<file path="config.mk">
export PLATFORM = sky130hd
export DESIGN_NAME = iiitb_seq_det
export DESIGN_NICKNAME = d
export VERILOG_FILES = /design/src/rtl/iiitb_seq_pkg.sv /design/src/rtl/iiitb_sat_counter.sv /design/src/rtl/iiitb_seq_det.sv
export SDC_FILE = /design/constraint.sdc
export NUM_CORES = 1
export LEC_CHECK = 0
export CAP_MARGIN = 20
export CORE_MARGIN = 2
export CORE_UTILIZATION = 48
export DETAILED_ROUTE_END_ITERATION = 8
export PLACE_DENSITY = 0.86
export SETUP_SLACK_MARGIN = 0.05
export SLEW_MARGIN = 20
export SYNTH_ARGS = -nofsm -noshare
export SYNTH_HDL_FRONTEND = slang
export SYNTH_HIERARCHICAL = 1
export SYNTH_SLANG_ARGS = --single-unit
</file>
<file path="constraint.sdc">
create_clock -name clk -period 2.3 [get_ports clk]
set_input_delay 0.345 -clock clk [delete_from_list [all_inputs] [get_ports clk]]
set_output_delay 0.345 -clock clk [all_outputs]
set_load 0.005 [all_outputs]
</file>
<file path="src/rtl/iiitb_seq_pkg.sv">
// Shared types and helpers for the serial pattern detector.
// State enum, length bound and length-mask function.
package iiitb_seq_pkg;

  typedef enum logic [1:0] {
    IDLE,
    FILL,
    RUN
  } seq_state_t;

  localparam int MAX_LEN_LIMIT = 32;

  function automatic logic [MAX_LEN_LIMIT-1:0] len_mask(
    input int len
  );
    logic [MAX_LEN_LIMIT-1:0] m;
    m = '0;
    for (int i = 0; i < MAX_LEN_LIMIT; i++) begin
      if (i < len) m[i] = 1'b1;
    end
    return m;
  endfunction

endpackage

</file>
<file path="src/rtl/iiitb_sat_counter.sv">
// Saturating up-counter with synchronous clear.
// Holds at all-ones once reached.
module iiitb_sat_counter
  import iiitb_seq_pkg::*;
#(
  parameter int W = 8
) (
  input  logic         clk,
  input  logic         reset,
  input  logic         clr_i,
  input  logic         inc_i,
  output logic [W-1:0] cnt_o
);

  logic [W-1:0] cnt_q;
  logic [W-1:0] cnt_d;

  // next count: clear wins, then saturating increment
  always_comb begin
    cnt_d = cnt_q;
    if (clr_i) begin
      cnt_d = '0;
    end else if (inc_i && (cnt_q != '1)) begin
      cnt_d = cnt_q + W'(1);
    end
  end

  // count register
  always_ff @(posedge clk or posedge reset) begin
    if (reset) cnt_q <= '0;
    else       cnt_q <= cnt_d;
  end

  assign cnt_o = cnt_q;

endmodule

</file>
<file path="src/rtl/iiitb_seq_det.sv">
// Runtime-configurable serial pattern detector.
// Optional match counter built when SEQ_DET_COUNT_EN is defined.
module iiitb_seq_det
  import iiitb_seq_pkg::*;
#(
  parameter int MAX_LEN = 8,
  parameter int LEN_W   = $clog2(MAX_LEN + 1),
  parameter int CNT_W   = 8
) (
  input  logic               clk,
  input  logic               reset,
  input  logic               din,
  input  logic               din_valid,
  input  logic               cfg_we,
  input  logic [MAX_LEN-1:0] cfg_pattern,
  input  logic [LEN_W-1:0]   cfg_len,
  input  logic               cfg_overlap,
  output logic               det,
  output logic               cfg_err,
  output logic               busy,
  output logic [CNT_W-1:0]   match_cnt
);

  localparam logic [LEN_W-1:0] L_ONE = LEN_W'(1);
  localparam logic [LEN_W-1:0] L_MAX = LEN_W'(MAX_LEN);

  seq_state_t         state_q, state_d;
  logic [MAX_LEN-1:0] pat_q, pat_d;
  logic [MAX_LEN-1:0] win_q, win_d;
  logic [LEN_W-1:0]   len_q, len_d;
  logic [LEN_W-1:0]   fill_q, fill_d;
  logic               ovl_q, ovl_d;
  logic               det_q, det_d;
  logic               err_q, err_d;
  logic               busy_q;

  logic               wr_ok;
  logic               wr_bad;
  logic               take;
  logic               hit;
  logic [MAX_LEN-1:0] mask;
  logic [MAX_LEN-1:0] cand;

  assign wr_ok  = cfg_we && (cfg_len >= L_ONE)
               && (cfg_len <= L_MAX);
  assign wr_bad = cfg_we && !wr_ok;

  // a legal write steals the cycle's bit
  assign take = din_valid && !wr_ok
             && (state_q != IDLE);

  assign mask = MAX_LEN'(len_mask(32'(len_q)));
  assign cand = MAX_LEN'({win_q, din});
  assign hit  = ((cand ^ pat_q) & mask) == '0;

  // next-state, window and pulse decode
  always_comb begin
    state_d = state_q;
    pat_d   = pat_q;
    len_d   = len_q;
    ovl_d   = ovl_q;
    win_d   = win_q;
    fill_d  = fill_q;
    det_d   = 1'b0;
    err_d   = wr_bad;
    if (wr_ok) begin
      pat_d   = cfg_pattern;
      len_d   = cfg_len;
      ovl_d   = cfg_overlap;
      win_d   = '0;
      fill_d  = '0;
      state_d = (cfg_len == L_ONE) ? RUN : FILL;
    end else if (take) begin
      unique case (state_q)
        FILL: begin
          win_d  = cand;
          fill_d = fill_q + L_ONE;
          if (fill_q + L_ONE == len_q - L_ONE)
            state_d = RUN;
        end
        RUN: begin
          det_d = hit;
          if (hit && !ovl_q) begin
            win_d   = '0;
            fill_d  = '0;
            state_d = (len_q == L_ONE) ? RUN : FILL;
          end else begin
            win_d = cand;
            if (fill_q < len_q)
              fill_d = fill_q + L_ONE;
          end
        end
        default: ;
      endcase
    end
  end

  // state and config registers
  always_ff @(posedge clk or posedge reset) begin
    if (reset) begin
      state_q <= IDLE;
      pat_q   <= '0;
      len_q   <= '0;
      ovl_q   <= 1'b0;
      win_q   <= '0;
      fill_q  <= '0;
      det_q   <= 1'b0;
      err_q   <= 1'b0;
      busy_q  <= 1'b0;
    end else begin
      state_q <= state_d;
      pat_q   <= pat_d;
      len_q   <= len_d;
      ovl_q   <= ovl_d;
      win_q   <= win_d;
      fill_q  <= fill_d;
      det_q   <= det_d;
      err_q   <= err_d;
      busy_q  <= (state_d != IDLE);
    end
  end

  assign det     = det_q;
  assign cfg_err = err_q;
  assign busy    = busy_q;

`ifdef SEQ_DET_COUNT_EN
  iiitb_sat_counter #(
    .W(CNT_W)
  ) u_cnt (
    .clk   (clk),
    .reset (reset),
    .clr_i (wr_ok),
    .inc_i (det_d),
    .cnt_o (match_cnt)
  );
`else
  assign match_cnt = '0;
`endif

endmodule

</file>
==> flow_metrics.env <==
export IMPL_rows=22
export IMPL_syn_cell_area_um2=1760
export IMPL_cp_num_buf_inv=1
export IMPL_dieWidth_um=64.6
export IMPL_finalHoldViolations=0
export IMPL_post_route_min_period_ns=2.34
export IMPL_nFillCells=295
export IMPL_peakVddDrop_mv=0.519
export IMPL_seq_area_frac_synth_pct=41.2
export IMPL_critPathSlowestCell="dfrtp_2"
export IMPL_layout_commonest_cell="nand2_1"
export IMPL_path_cells="inv_2 > ha_4 > xor2_1 > nand4_1 > a221o_1 > a221oi_2 > or3b_1"
export IMPL_synth_avg_cell_area_um2=9.08
export IMPL_drive_above_1_share_pct=22.6
export IMPL_final_area_um2=2300
export IMPL_cp_start_kind="flop"
export IMPL_cts_tree="yes"
export IMPL_hold_buffers=0
export IMPL_ys_warn_count=6
export IMPL_ys_seq_elements=29
export IMPL_final_max_slew_viol_count=0
export IMPL_p_leak_nw=1.05
export IMPL_antenna_left=0
export IMPL_routed_wl_um=3970
export IMPL_htree_levels=2
export IMPL_critPathMaxStageDelay_ns=0.48
export IMPL_first_iter_violations=75
export IMPL_yosysUniqueCellTypes=39
export IMPL_antenna_found_initial=0
export IMPL_criticalPathCategory="flop to flop"
export IMPL_grt_max_degree=30
export IMPL_power_w=0.00224
export IMPL_syn2layout_area_growth_pct=30.3
export IMPL_initial_core_util_pct=48.9
export IMPL_gp_congestion=0.810
export IMPL_grt_pass1_vias=1462
export IMPL_clockBufferDepth=2
export IMPL_crit_family="compound AO/OA/AOI/OAI gates"
export IMPL_grt_pass1_wl_um=6760
export IMPL_critPathCaptureType="flop"
export IMPL_drc=0
export IMPL_clock_fmax_mhz=427
export IMPL_pre_cts_slack_ns=-0.262
export IMPL_coreArea_um2=3610
export IMPL_most_common_layout_cells="nand2_1, dfrtp_1, clkdlybuf4s50_1"
export IMPL_cts_made_buffers=5
export IMPL_violations="negative setup slack"
export IMPL_ctsRootBufferMaster="clkbuf_8"
export IMPL_cellPowerDensity_nw_per_um2=975
export IMPL_place_hpwl_um=2770
export IMPL_wire_per_inst_um=14.1
export IMPL_hold_slack_ns=0.431
export IMPL_crit_arrival_ns=2.51
export IMPL_insertion_delay_ns=0.29
export IMPL_critPathMaxFanout=5
export IMPL_placed_cell_area_um2=2090
export IMPL_setup_violations=1
export IMPL_outcome="finished with violations"
export IMPL_dr_total_vias=1466
export IMPL_rsz0062_at_grt="yes"
export IMPL_max_cap_viol_count=0
export IMPL_die_area_um2=4170
export IMPL_ioPinCount=29
export IMPL_cp_data_required_time_ns=2.47
export IMPL_layout_setup_ws_ns=-0.0428
export IMPL_via_per_inst=5.20
export IMPL_synthCells=194
export IMPL_antenna_cells=0
export IMPL_portBuffers=20
export IMPL_fin_tns_setup_ns=-0.0428
export IMPL_min_path_type="input port to async pin"
export IMPL_final_net_count=262
export IMPL_die_h_um=64.6
export IMPL_fin_crit_sh_pct=102
export IMPL_grt_ovfl_total=0
export IMPL_clkSlewWorstSetupHoldPaths_ns=0.06
export IMPL_grt_usage_pct=21.6
export IMPL_dr_pass1_iters=4
export IMPL_clock_sinks=29
export IMPL_skew_ns=0.00452
-- flip-flops by register name, summed over array words and instances, names as in the netlist --
name	count
busy	1
len_q	4
pat_q	8
win_q	7
cfg_err	1
state_q	2
det	1
fill_q	4
ovl_q	1
-- power by group --
part | switching (W) | internal (W) | leakage [nW]
clock network | 0.000196 | 0.000270 | 0.0542
logic | 0.000513 | 0.000512 | 0.632
registers | 0.000122 | 0.000625 | 0.366
-- path summary, 6_finish.rpt --
kind                       startpoint       end  slack [ns]  depth (start not counted)
max                          len_q[0]      busy       -0.04                          7
max in group asynchronous       reset  len_q[0]        1.58                          3
min reg2reg                  pat_q[7]  pat_q[7]        0.50                          2
max reg2reg                  len_q[0]      busy       -0.04                          7
min                             reset  win_q[3]        0.43                          3
min in group clk             pat_q[7]  pat_q[7]        0.50                          2
-- cells in the mapped netlist, drive strengths merged --
cell,instances,area (µm²)
or3b,1,8.76
nand3,4,20.0
buf,9,71.3
conb,1,3.75
a221oi,1,15.0
mux2,1,15.0
o21a,2,15.0
nand2,42,158
ha,11,138
clkbuf,3,11.3
a21o,3,22.5
a22oi,8,60.1
o21bai,1,7.51
a221o,1,10.0
nand4,1,6.26
o21ai,10,50.0
o22ai,2,12.5
and2,2,12.5
nor3,4,30.0
or2,1,6.26
nand3b,1,11.3
nor4b,1,8.76
a211oi,1,12.5
dfrtp,29,726
nor2b,2,12.5
o211a,1,10.0
a31oi,1,6.26
inv,11,41.3
o31ai,2,15.0
xnor2,14,123
xor2,3,26.3
nor2,12,47.6
o21ba,1,10.0
a2111oi,1,8.76
a21oi,6,30.0
-- area by class of cell --
type / instances / area (µm²) / area share (%)
Clock inverter: 1 / 5.00 / 0.218
Sequential cell: 29 / 729 / 31.8
Timing Repair Buffer: 37 / 328 / 14.3
Inverter: 11 / 43.8 / 1.91
Clock buffer: 7 / 96.3 / 4.20
Multi-Input combinational cell: 149 / 1030 / 45.0
Tap cell: 48 / 60.1 / 2.62
-- metrics by stage --
| step | utilization (%) | std cells |
|---|---|---|
| 6_report | 63.7 | 282 |
| 5_1_grt | 63.7 | 282 |
| 4_1_cts | 61.9 | 282 |
| 3_5_place_dp | 57.8 | 273 |
| 3_3_place_gp | 57.8 | 273 |
| 2_1_floorplan | - | 201 |
-- repair_timing --
action,CTS,global route
gates resized for setup,13,12
setup endpoints to repair,3,4
buffers inserted,1,1
gates cloned,0,0
pin swaps,8,6
-- cell families (layout without fill, tap and decap cells) --
logic type / Yosys count / after routing / synth area share, %
mux: 1 / 1 / 0.852
buf+inv: 23 / 56 / 7.03
simple gates: 71 / 71 / 18.3
fa+ha+maj: 11 / 11 / 7.81
flops: 29 / 29 / 41.2
compound gates: 41 / 41 / 16.2
xor+xnor: 17 / 17 / 8.45
other cells: 1 / 8 / 0.213
-- worst min-delay path, stage by stage --
cell             delay, ns
clkdlybuf4s50_1       0.40
inv_1                 0.05
buf_4                 0.33
-- per-layer routing --
| metal | track usage [%] | vias up | part of all wire (%) |
|---|---|---|---|
| met4 | 9.31 | 0 | 3.3 |
| li1 | - | 721 | - |
| met5 | 0 | - | 0 |
| met3 | 6.25 | 14 | 4.1 |
| met1 | 26.8 | 692 | 43 |
| met2 | 35.0 | 39 | 50 |
Power figures use the tool's default switching activity.
